===== src/rtl/eth_tx_sched.sv =====
// eth_tx_sched: two-source round-robin transmit scheduler.
// One source is granted per frame. Its payload bytes are streamed into the transmit byte FIFO.
// A single frame-info word {source, length} is written after the last byte, so the transmit
// side never sees a partially written frame.
module eth_tx_sched #(
   parameter int MAX_LEN = 1500,
   parameter int MIN_LEN = 1
) (
   input  logic        clk,
   input  logic        reset,
   input  logic        aReq,
   input  logic [10:0] aLen,
   output logic        aAck,
   input  logic [7:0]  aData,
   input  logic        aValid,
   output logic        aReady,
   input  logic        bReq,
   input  logic [10:0] bLen,
   output logic        bAck,
   input  logic [7:0]  bData,
   input  logic        bValid,
   output logic        bReady,
   output logic [7:0]  txFifoIn,
   output logic        txWrEn,
   input  logic        txFifoFull,
   output logic [11:0] tfFifoIn,
   output logic        tfWrEn,
   input  logic        tfFifoFull,
   output logic        busy,
   output logic        lenErr,
   output logic [15:0] frameCnt
);

   localparam logic [10:0] minLen = 11'(MIN_LEN);
   localparam logic [10:0] maxLen = 11'(MAX_LEN);

   typedef enum logic [1:0] {
      IDLE   = 2'd0,
      STREAM = 2'd1,
      INFO   = 2'd2
   } stateT;

   stateT       state;
   stateT       stateNext;
   logic        sel;        // granted source: 0 = A, 1 = B
   logic        lastGrant;  // last winner, 1 = B
   logic [10:0] lenR;
   logic [10:0] cnt;
   logic [15:0] frameCntR;
   logic        aAckR;
   logic        bAckR;
   logic        lenErrR;

   logic        arbEn;
   logic        grantA;
   logic        grantB;
   logic        grantAny;
   logic [10:0] grantLen;
   logic        lenOk;
   logic        selValid;
   logic [7:0]  selData;
   logic        byteAcc;
   logic        lastByte;
   logic        infoWr;

   // State register
   always_ff @(posedge clk or posedge reset) begin
      if (reset) begin
         state <= IDLE;
      end else begin
         state <= stateNext;
      end
   end

   // Arbitration, byte acceptance and next-state decode
   always_comb begin
      stateNext = state;
      // While an ack pulse is out, the requester may still hold its request for this cycle.
      // Arbitration is held off so that a rejected request cannot be granted twice.
      arbEn    = (state == IDLE) && !aAckR && !bAckR;
      grantA   = arbEn && aReq && (!bReq || lastGrant);
      grantB   = arbEn && bReq && !grantA;
      grantAny = grantA || grantB;
      grantLen = grantB ? bLen : aLen;
      lenOk    = (grantLen >= minLen) && (grantLen <= maxLen);
      selValid = sel ? bValid : aValid;
      selData  = sel ? bData : aData;
      byteAcc  = (state == STREAM) && selValid && !txFifoFull;
      lastByte = byteAcc && (cnt == (lenR - 11'd1));
      infoWr   = (state == INFO) && !tfFifoFull;
      case (state)
         IDLE: begin
            if (grantAny && lenOk) begin
               stateNext = STREAM;
            end else begin
               stateNext = IDLE;
            end
         end
         STREAM: begin
            if (lastByte) begin
               stateNext = INFO;
            end else begin
               stateNext = STREAM;
            end
         end
         INFO: begin
            if (infoWr) begin
               stateNext = IDLE;
            end else begin
               stateNext = INFO;
            end
         end
         default: begin
            stateNext = IDLE;
         end
      endcase
   end

   // Grant bookkeeping, byte counter, ack/error pulses and the frame counter
   always_ff @(posedge clk or posedge reset) begin
      if (reset) begin
         sel       <= 1'b0;
         lastGrant <= 1'b1;
         lenR      <= 11'd0;
         cnt       <= 11'd0;
         frameCntR <= 16'd0;
         aAckR     <= 1'b0;
         bAckR     <= 1'b0;
         lenErrR   <= 1'b0;
      end else begin
         aAckR   <= grantA;
         bAckR   <= grantB;
         lenErrR <= grantAny && !lenOk;
         if (grantAny) begin
            sel       <= grantB;
            lastGrant <= grantB;
            lenR      <= grantLen;
            cnt       <= 11'd0;
         end else if (byteAcc) begin
            cnt <= cnt + 11'd1;
         end else begin
            cnt <= cnt;
         end
         if (infoWr) begin
            frameCntR <= frameCntR + 16'd1;
         end else begin
            frameCntR <= frameCntR;
         end
      end
   end

   // Byte path and readies are same-cycle so a full FIFO blocks the write immediately
   assign aReady   = (state == STREAM) && !sel && !txFifoFull;
   assign bReady   = (state == STREAM) && sel && !txFifoFull;
   assign txWrEn   = byteAcc;
   assign txFifoIn = byteAcc ? selData : 8'd0;
   assign tfWrEn   = infoWr;
   assign tfFifoIn = infoWr ? {sel, lenR} : 12'd0;
   assign busy     = (state != IDLE);
   assign aAck     = aAckR;
   assign bAck     = bAckR;
   assign lenErr   = lenErrR;
   assign frameCnt = frameCntR;

endmodule


===== config.mk =====
export PLATFORM = sky130hd
export DESIGN_NAME = eth_tx_sched
export DESIGN_NICKNAME = d
export VERILOG_FILES = /design/src/rtl/eth_tx_sched.sv
export SDC_FILE = /design/constraint.sdc
export NUM_CORES = 1
export LEC_CHECK = 0
export CORE_ASPECT_RATIO = 0.8
export CORE_MARGIN = 2
export CORE_UTILIZATION = 47
export DETAILED_ROUTE_END_ITERATION = 16
export PLACE_DENSITY = 0.9
export SYNTH_ARGS = -nofsm -noshare
export SYNTH_HDL_FRONTEND = slang
export SYNTH_SLANG_ARGS = --single-unit

===== constraint.sdc =====
create_clock -name clk -period 2.3 [get_ports clk]
set_input_delay 0.46 -clock clk [delete_from_list [all_inputs] [get_ports clk]]
set_output_delay 0.46 -clock clk [all_outputs]
set_load 0.02 [all_outputs]

# Word-level counts from Yosys, hierarchy flattened
# Cells that the tools add are included.
[op_classes] addsub=3 magnitude_cmp=2 n_eq_ne=3 mux=11 n_reduce_logical=30
[ops] operator="11-bit 2-to-1 mux" count=3
[ops] operator="1-bit logical AND" count=17
[ops] operator="16-bit by 1-bit adder with 16-bit output, second input constant" count=1
[ops] operator="8-bit 2-to-1 mux" count=2
[ops] operator="12-bit 2-to-1 mux" count=1
[ops] operator="11-bit by 1-bit adder with 11-bit output, second input constant" count=1
[ops] operator="11-bit == test" count=1
[ops] operator="11-bit by 1-bit >= comparator with 1-bit output, second input constant" count=1
[ops] operator="11-bit less-or-equal comparator, second input constant" count=1
[ops] operator="11-bit by 1-bit subtractor with 11-bit output, second input constant" count=1
[ops] operator="1-bit logical NOT" count=8
[ops] operator="2-bit one-hot mux with 3 select lines" count=1
[ops] operator="2-bit 2-to-1 mux" count=2
[ops] operator="2-bit nonzero test" count=2
[ops] operator="2-bit by 1-bit == test with 1-bit output, second input constant" count=1
[ops] operator="2-bit == test, second input constant" count=1
[ops] operator="2-bit logical NOT" count=1
[ops] operator="1-bit logical OR" count=2
[ops] operator="1-bit 2-to-1 mux" count=2
[word_totals] regBits=45 in_bits=46 output_inout_bits=44 wordCells=58

# Depth between registers and ports, before layout
# Gate-level depths: netlist (run 1).
[depth] depth_word=13 depth_mapped=9 mapped_depth_nobuf=8

# Worst setup path before layout (run 1)
# No wires, ideal clock.
[synth_path] path_kind="reg2reg" start="register lenR[0]" end="register state[0]" setup_time_ns=0.130 t_arrival_ns=1.965 required_time_ns=2.170 path_slack_ns=0.206 stages_incl_launch_ff=8 path_buffers=1 synth_period_minus_slack_ns=2.094 path_cell_list="dfrtp_1 buf_6 or4_4 or4_1 nand4_1 nand4_1 nor4_2 o21ai_0"
[synth_via] elab_chain_len=5
[synth_lines] element="from (decl)" line_no="47" rtl="logic [10:0] lenR;"
[synth_lines] element="from (signal assigned)" line_no="137" rtl="lenR <= grantLen;"
[synth_lines] element="11-bit by 1-bit subtractor with 11-bit output" line_no="89" rtl="lastByte = byteAcc && (cnt == (lenR - 11'd1));"
[synth_lines] element="11-bit == test" line_no="89"
[synth_lines] element="1-bit logical AND" line_no="89"
[synth_lines] element="2-bit 2-to-1 mux" line_no="100" rtl="if (lastByte) begin"
[synth_lines] element="2-bit one-hot mux with 3 select lines" line_no="91" rtl="case (state)"
[synth_lines] element="net stateNext[0]" line_no="44" rtl="stateT stateNext;"
[synth_lines] element="to (signal assigned)" line_no="71" rtl="state <= stateNext;"
[synth_lines] element="to (decl)" line_no="43" rtl="stateT state;"
# The timed path passes the listed nets, and every way through them passes these cells.
# A chain may end at the register's enable or synchronous reset.

# Worst setup path after layout (run 1)
[layout_path] start="input port txFifoFull" end="output port txFifoIn[1]"
[layout_via] elab_chain_len=3
[layout_lines] element="from (decl)" line_no="25" rtl="input logic txFifoFull,"
[layout_lines] element="1-bit logical NOT" line_no="88" rtl="byteAcc = (state == STREAM) && selValid && !txFifoFull;"
[layout_lines] element="1-bit logical AND" line_no="88"
[layout_lines] element="8-bit 2-to-1 mux" line_no="156" rtl="assign txFifoIn = byteAcc ? selData : 8'd0;"
[layout_lines] element="to (decl)" line_no="23" rtl="output logic [7:0] txFifoIn,"
# No other way between the ends.

==> results of run 1 <==
==> area by class of cell <==
class	count	area share
clock inverter	2	0.00381
timing repair buffer	116	0.268
clock buffer	6	0.0184
sequential	45	0.286
multi-input combinational	251	0.387
tap	78	0.0248
inverter	13	0.0124
==> layout by cell type (no fill, tap or decap), types with 7 or more instances in the layout <==
cell type,count
xnor2_1,24
nor3_1,9
and2_1,14
dlygate4sd2_1,15
nor4_1,9
inv_1,12
buf_4,26
a21oi_1,9
nand4_1,16
a31oi_1,14
clkbuf_2,7
clkdlybuf4s50_1,65
nor2_1,45
xor2_1,12
mux2i_1,9
o21ai_0,8
nand2_1,44
dfrtp_1,44
==> cells by family (layout without fill, tap and decap cells) <==
family,count (synthesis),count (layout),share of synthesized area
buffers and inverters,28,137,0.0425
multiplexers,11,11,0.0407
AND/OR/NAND/NOR,156,156,0.276
XOR/XNOR,36,36,0.114
adder cells (fa/ha/maj),3,3,0.0136
flip-flops,45,45,0.408
AO/OA/AOI/OAI,45,45,0.105
==> per-stage QoR <==
stage                     setup TNS, ns  total power, uW
after global placement            -4.43             1300
after floorplan                       0             1150
final                                 0             1790
after detailed placement          -5.75             1330
after global routing                  0             1880
after CTS                             0             1790
==> power groups by stage <==
stage | logic [uW] | registers (uW) | clock network [uW]
2_1_floorplan | 235 | 911 | 0
3_3_place_gp | 349 | 951 | 0
3_5_place_dp | 372 | 955 | 0
4_1_cts | 369 | 943 | 482
5_1_grt | 405 | 952 | 524
6_report | 367 | 944 | 475
==> timing repair <==
action,CTS,global route
gates resized for setup,24,16
gates cloned,0,0
endpoints found under the setup margin,23,9
==> metal layers <==
metal / vias to the layer above / part of all wire / routed length (um)
met5: - / 0 / 0
met4: 0 / 0.018 / 125
met3: 13 / 0.059 / 419
met2: 101 / 0.50 / 3530
met1: 1299 / 0.43 / 3040
li1: 1344 / - / -
==> critical path: cells and delay by family <==
family                 cells  cell delay (ns)
AND/OR/NAND/NOR            3             0.40
buffers and inverters      3             0.91
==> flip-flops by register name (all words and copies together) (netlist names), 2 cells and up <==
signal,flops
state,2
cnt,11
frameCnt,16
lenR,11
==> final timing paths <==
kind | depth (start not counted) | to | slack [ns] | start
max | 6 | txFifoIn[1] | 0.07 | txFifoFull
max reg2reg | 6 | state[0] | 0.13 | lenR[0]
min in group asynchronous | 3 | cnt[4] | 0.60 | reset
min | 1 | frameCnt[15] | 0.47 | frameCnt[15]
min reg2reg | 1 | frameCnt[15] | 0.47 | frameCnt[15]
max in group asynchronous | 3 | lastGrant | 1.32 | reset
==> impl_metrics.toml, run 1 <==
[place]
gp_congestion = 0.892
place_ws_ns = -0.333
dp_cells = 503
port_buffers = 89
placed_area_um2 = 3900
hpwl_um = 5630

[critical_path]
crit_path_top_delay_cell = "clkdlybuf4s50_1"
crit_path_max_incr_delay_ns = 0.44
criticalPathCategory = "primary input to output port"
cp_max_fo = 8
end_kind = "output port"
start_kind = "primary input"
required_ns = 1.84
crit_path_cell_trace = "clkdlybuf4s50_1 > nor3b_2 > nand2_1 > buf_4 > nor2_1 > clkdlybuf4s15_1"
worst_ep_arrival_time_ns = 1.77

[cells_and_area]
syn2layout_area_growth_pct = 42.5
design_area_um2 = 3940
stdcell_count = 511
multiInputGateArea_um2 = 1530
diodes = 0
layout-drive-gt1-share = 0.120
regArea_um2 = 1130
final_core_util = 0.709
fillers = 428
nets = 481

[power]
peakVddDrop_v = 0.000290
p_int_uw = 1250
clockPowerShare = 0.266
switching_share = 0.298
pwr-share-comb = 0.206
pwr-share-seq = 0.528
power_leakage_uw = 0.00177
power_density_nw_per_um2 = 453
p_sw_uw = 533

[hold_path]
hold_class = "flop to flop"

[sta]
max_slew_margin = 0.636
fin_ws_ns = 0.0731
hold_violations = 0
setup_viol = 0
post-route-period-util = 0.968
finClkSkew_ns = 0.00498
finalMaxSlewViolations = 0
rsz0062_at_grt = "false"
holdWs_ns = 0.469
worst_pin_slew_ns = 0.546
period_needed_ns = 2.23
max_freq_mhz = 449

[die]
ios = 90
fp-row-count = 24
fp.dieH_um = 72.6
fp.dieW_um = 89.8
dieArea_um2 = 6520
initial_core_util = 0.498
fp.coreArea_um2 = 5560

[grt]
met1_usage = 0.268
grt_pass1_vias = 2612
grt_antenna_before_repair = 0
gr-usage-met2 = 0.409
grt_overflow = 0
grt_use_met3 = 0.0444
grt_use_total = 0.220
grt_max_degree = 46
top_usage_layer = "met2"
grt_pass1_wl_um = 11800

[clocking]
cts_buffers = 5
cts-hold-fix-buffers = 0
worst_skew_pair.late_latency_ns = 0.29
cts_sinks = 45
cts_setup_buffers = 0
clockRootBuffer = "clkbuf_8"
htreeDepth = 2
tritoncts = "yes"
clockBufferDepth = 2
clk_pin_slew_ns = 0.08

[synth]
syn_area_um2 = 2770
yosysWarnings = 0
synth_top_area_share = 0.398
ys_seq_area_frac = 0.408
netlist-cell-type-count = 43
synthCells = 324
ys_top_cells_by_area = "dfrtp_1, xnor2_1, nor2_1, nand2_1, xor2_1"
postSynthAreaPerCell_um2 = 8.53
synth_most_common_cell = "nor2_1"
async_flop_share = 1.00
synth_commonest_cells = "nor2_1, dfrtp_1, nand2_1"
netlist.top_cell.by_area = "dfrtp_1"
synth_edf_count = 0
synth_flop_cell = "dfrtp_1"
syn-num-nets = 373
ys_seq_elements = 45

[routing]
via_per_inst = 5.40
drc = 0
wl_per_cell_um = 13.9
vias = 2757
drt_iter0_drc = 102
dr.pass1.iters = 4
drtAntennaViolNets = 0
wirelength_um = 7120

[job]
max_cap_violations = 0

[status]
status = "complete, no violations"
(Power assumes the default switching activity.)
==> run 2, diff against run 1 <==
- MAX_ROUTING_LAYER: not set -> met4
==> run 2 against run 1 <==
Compared with the run above:
- sequential power is essentially flat
- routed wire length up 5.1%
- combinational power about the same
- worst setup slack gained 0.0087 ns
- first-iteration DRC count grew 68%
- cell area hardly changed
- sequential share of layout area hardly changed
- critical path depth fell by 1
- critical path type unchanged
- critical endpoint is now tfFifoIn[2]
==> impl_metrics.toml, run 2 (same netlist as run 1, synthesis figures left out) <==
[status]
status = "complete, no violations"

[grt]
met1_usage = 0.277
grt_use_total = 0.237
grt_pass1_wl_um = 12200
grt_use_met3 = 0.0413
grt_pass1_vias = 2664
grt_max_degree = 46
gr-usage-met2 = 0.424
grt_antenna_before_repair = 0
top_usage_layer = "met2"
grt_overflow = 0

[cells_and_area]
fillers = 410
largest_reg_flops = 16
diodes = 0
stdcell_count = 510
layout-drive-gt1-share = 0.130
final_core_util = 0.710
final_cell_mix = "clkdlybuf4s50_1, nor2_1, nand2_1"
design_area_um2 = 3940
nets = 480
syn2layout_area_growth_pct = 42.6
layout_commonest_cell = "clkdlybuf4s50_1"

[critical_path]
reg2regPathDepth = 6
crit_path_top_delay_cell = "clkdlybuf4s50_1"
crit_path_cell_trace = "clkdlybuf4s50_1 > nor3b_2 > buf_4 > and2_1 > dlygate4sd2_1"
cp_max_fo = 4
start_kind = "primary input"
end_kind = "output port"
required_ns = 1.84
criticalPathCategory = "primary input to output port"
crit_path_max_incr_delay_ns = 0.44
worst_ep_arrival_time_ns = 1.76

[routing]
vias = 2827
dr.pass1.iters = 5
wl_per_cell_um = 14.7
wirelength_um = 7480
via_per_inst = 5.54
drc = 0
drtAntennaViolNets = 0
drt_iter0_drc = 171

[sta]
worst_pin_slew_ns = 0.551
setup_viol = 0
hold_violations = 0
period_needed_ns = 2.22
max_slew_margin = 0.633
finClkSkew_ns = 0.00440
post-route-period-util = 0.964
max_freq_mhz = 451
rsz0062_at_grt = "true"
finalMaxSlewViolations = 0

[die]
ios = 90
initial_core_util = 0.498
fp.dieW_um = 89.8
dieArea_um2 = 6520
fp.coreArea_um2 = 5560
fp-row-count = 24
fp.dieH_um = 72.6

[clocking]
tritoncts = "yes"
htreeDepth = 2
worst_skew_pair.late_latency_ns = 0.29
clk_pin_slew_ns = 0.08
clockBufferDepth = 2
cts_buffers = 5
cts_sinks = 45
cts-hold-fix-buffers = 0
clockRootBuffer = "clkbuf_8"

[power]
p_sw_uw = 538
pwr-share-comb = 0.205
design_power_total_uw = 1790
power_density_nw_per_um2 = 454
pwr-share-seq = 0.527
clockPowerShare = 0.268
switching_share = 0.301
p_int_uw = 1250
power_leakage_uw = 0.00175
peakVddDrop_v = 0.000313

[place]
port_buffers = 89
gp_congestion = 0.930
hpwl_um = 5760
placed_area_um2 = 3890
dp_cells = 502

[job]
max_cap_violations = 0

[hold_path]
min_delay_path_depth = 1
hold_class = "flop to flop"
[run 2: cell types whose count changed in the layout (fill, tap and decap cells not counted), sizes merged]
cell	delta
clkdlybuf4s15	+3
dlygate4sd2	-6
clkbuf	+2
[run 2: through the flow]
stage	setup slack, ns	TNS, ns	hold WS [ns]
after floorplan	0.206	0	0.506
after global placement	-0.268	-4.44	0.458
after detailed placement	-0.387	-6.68	0.468
after CTS	0.00382	0	0.479
after global routing	0.00861	0	0.513
final	0.0818	0	0.479
[run 2: cell type report]
class / instances / area (um^2) / area share
Clock inverter: 2 / 15.0 / 0.00381
Multi-Input combinational cell: 251 / 1540 / 0.391
Inverter: 13 / 48.8 / 0.0124
Clock buffer: 6 / 72.6 / 0.0184
Tap cell: 78 / 97.6 / 0.0247
Timing Repair Buffer: 115 / 1040 / 0.264
Sequential cell: 45 / 1130 / 0.286
[run 2: layer usage]
| layer | wire length, um | share of wire | vias to the layer above |
|---|---|---|---|
| met5 | 0 | 0 | - |
| met4 | 151 | 0.020 | 0 |
| met3 | 402 | 0.054 | 19 |
| met2 | 3780 | 0.51 | 117 |
| met1 | 3140 | 0.42 | 1346 |
| li1 | - | - | 1345 |
[run 2: critical path: cells and delay by family]
kind,cells,cell delay (ns)
and+or+nand+nor,2,0.34
buffers and inverters,3,0.95
[run 2: path summary, 6_finish.rpt]
path | start | end | slack [ns]
setup / recovery | tfFifoFull | tfFifoIn[2] | 0.08
hold / removal | frameCnt[15] | frameCnt[15] | 0.48
setup reg to reg | lenR[0] | state[0] | 0.10
hold reg to reg | frameCnt[15] | frameCnt[15] | 0.48
max in group asynchronous | reset | lenR[1] | 1.28
min in group asynchronous | reset | frameCnt[13] | 0.61
[run 2: repair_timing]
action / in CTS / in global routing
buffers inserted: 0 / 0
pin swaps: 0 / 1
gates resized for setup: 28 / 27
endpoints found under the setup margin: 23 / 17
[run 2: power groups by stage]
stage                     clock [uW]  sequential (uW)  combinational (uW)
final                            479              944                 367
after CTS                        487              943                 366
after detailed placement           0              954                 368
after global routing             522              952                 402
after floorplan                    0              911                 235
after global placement             0              951                 349
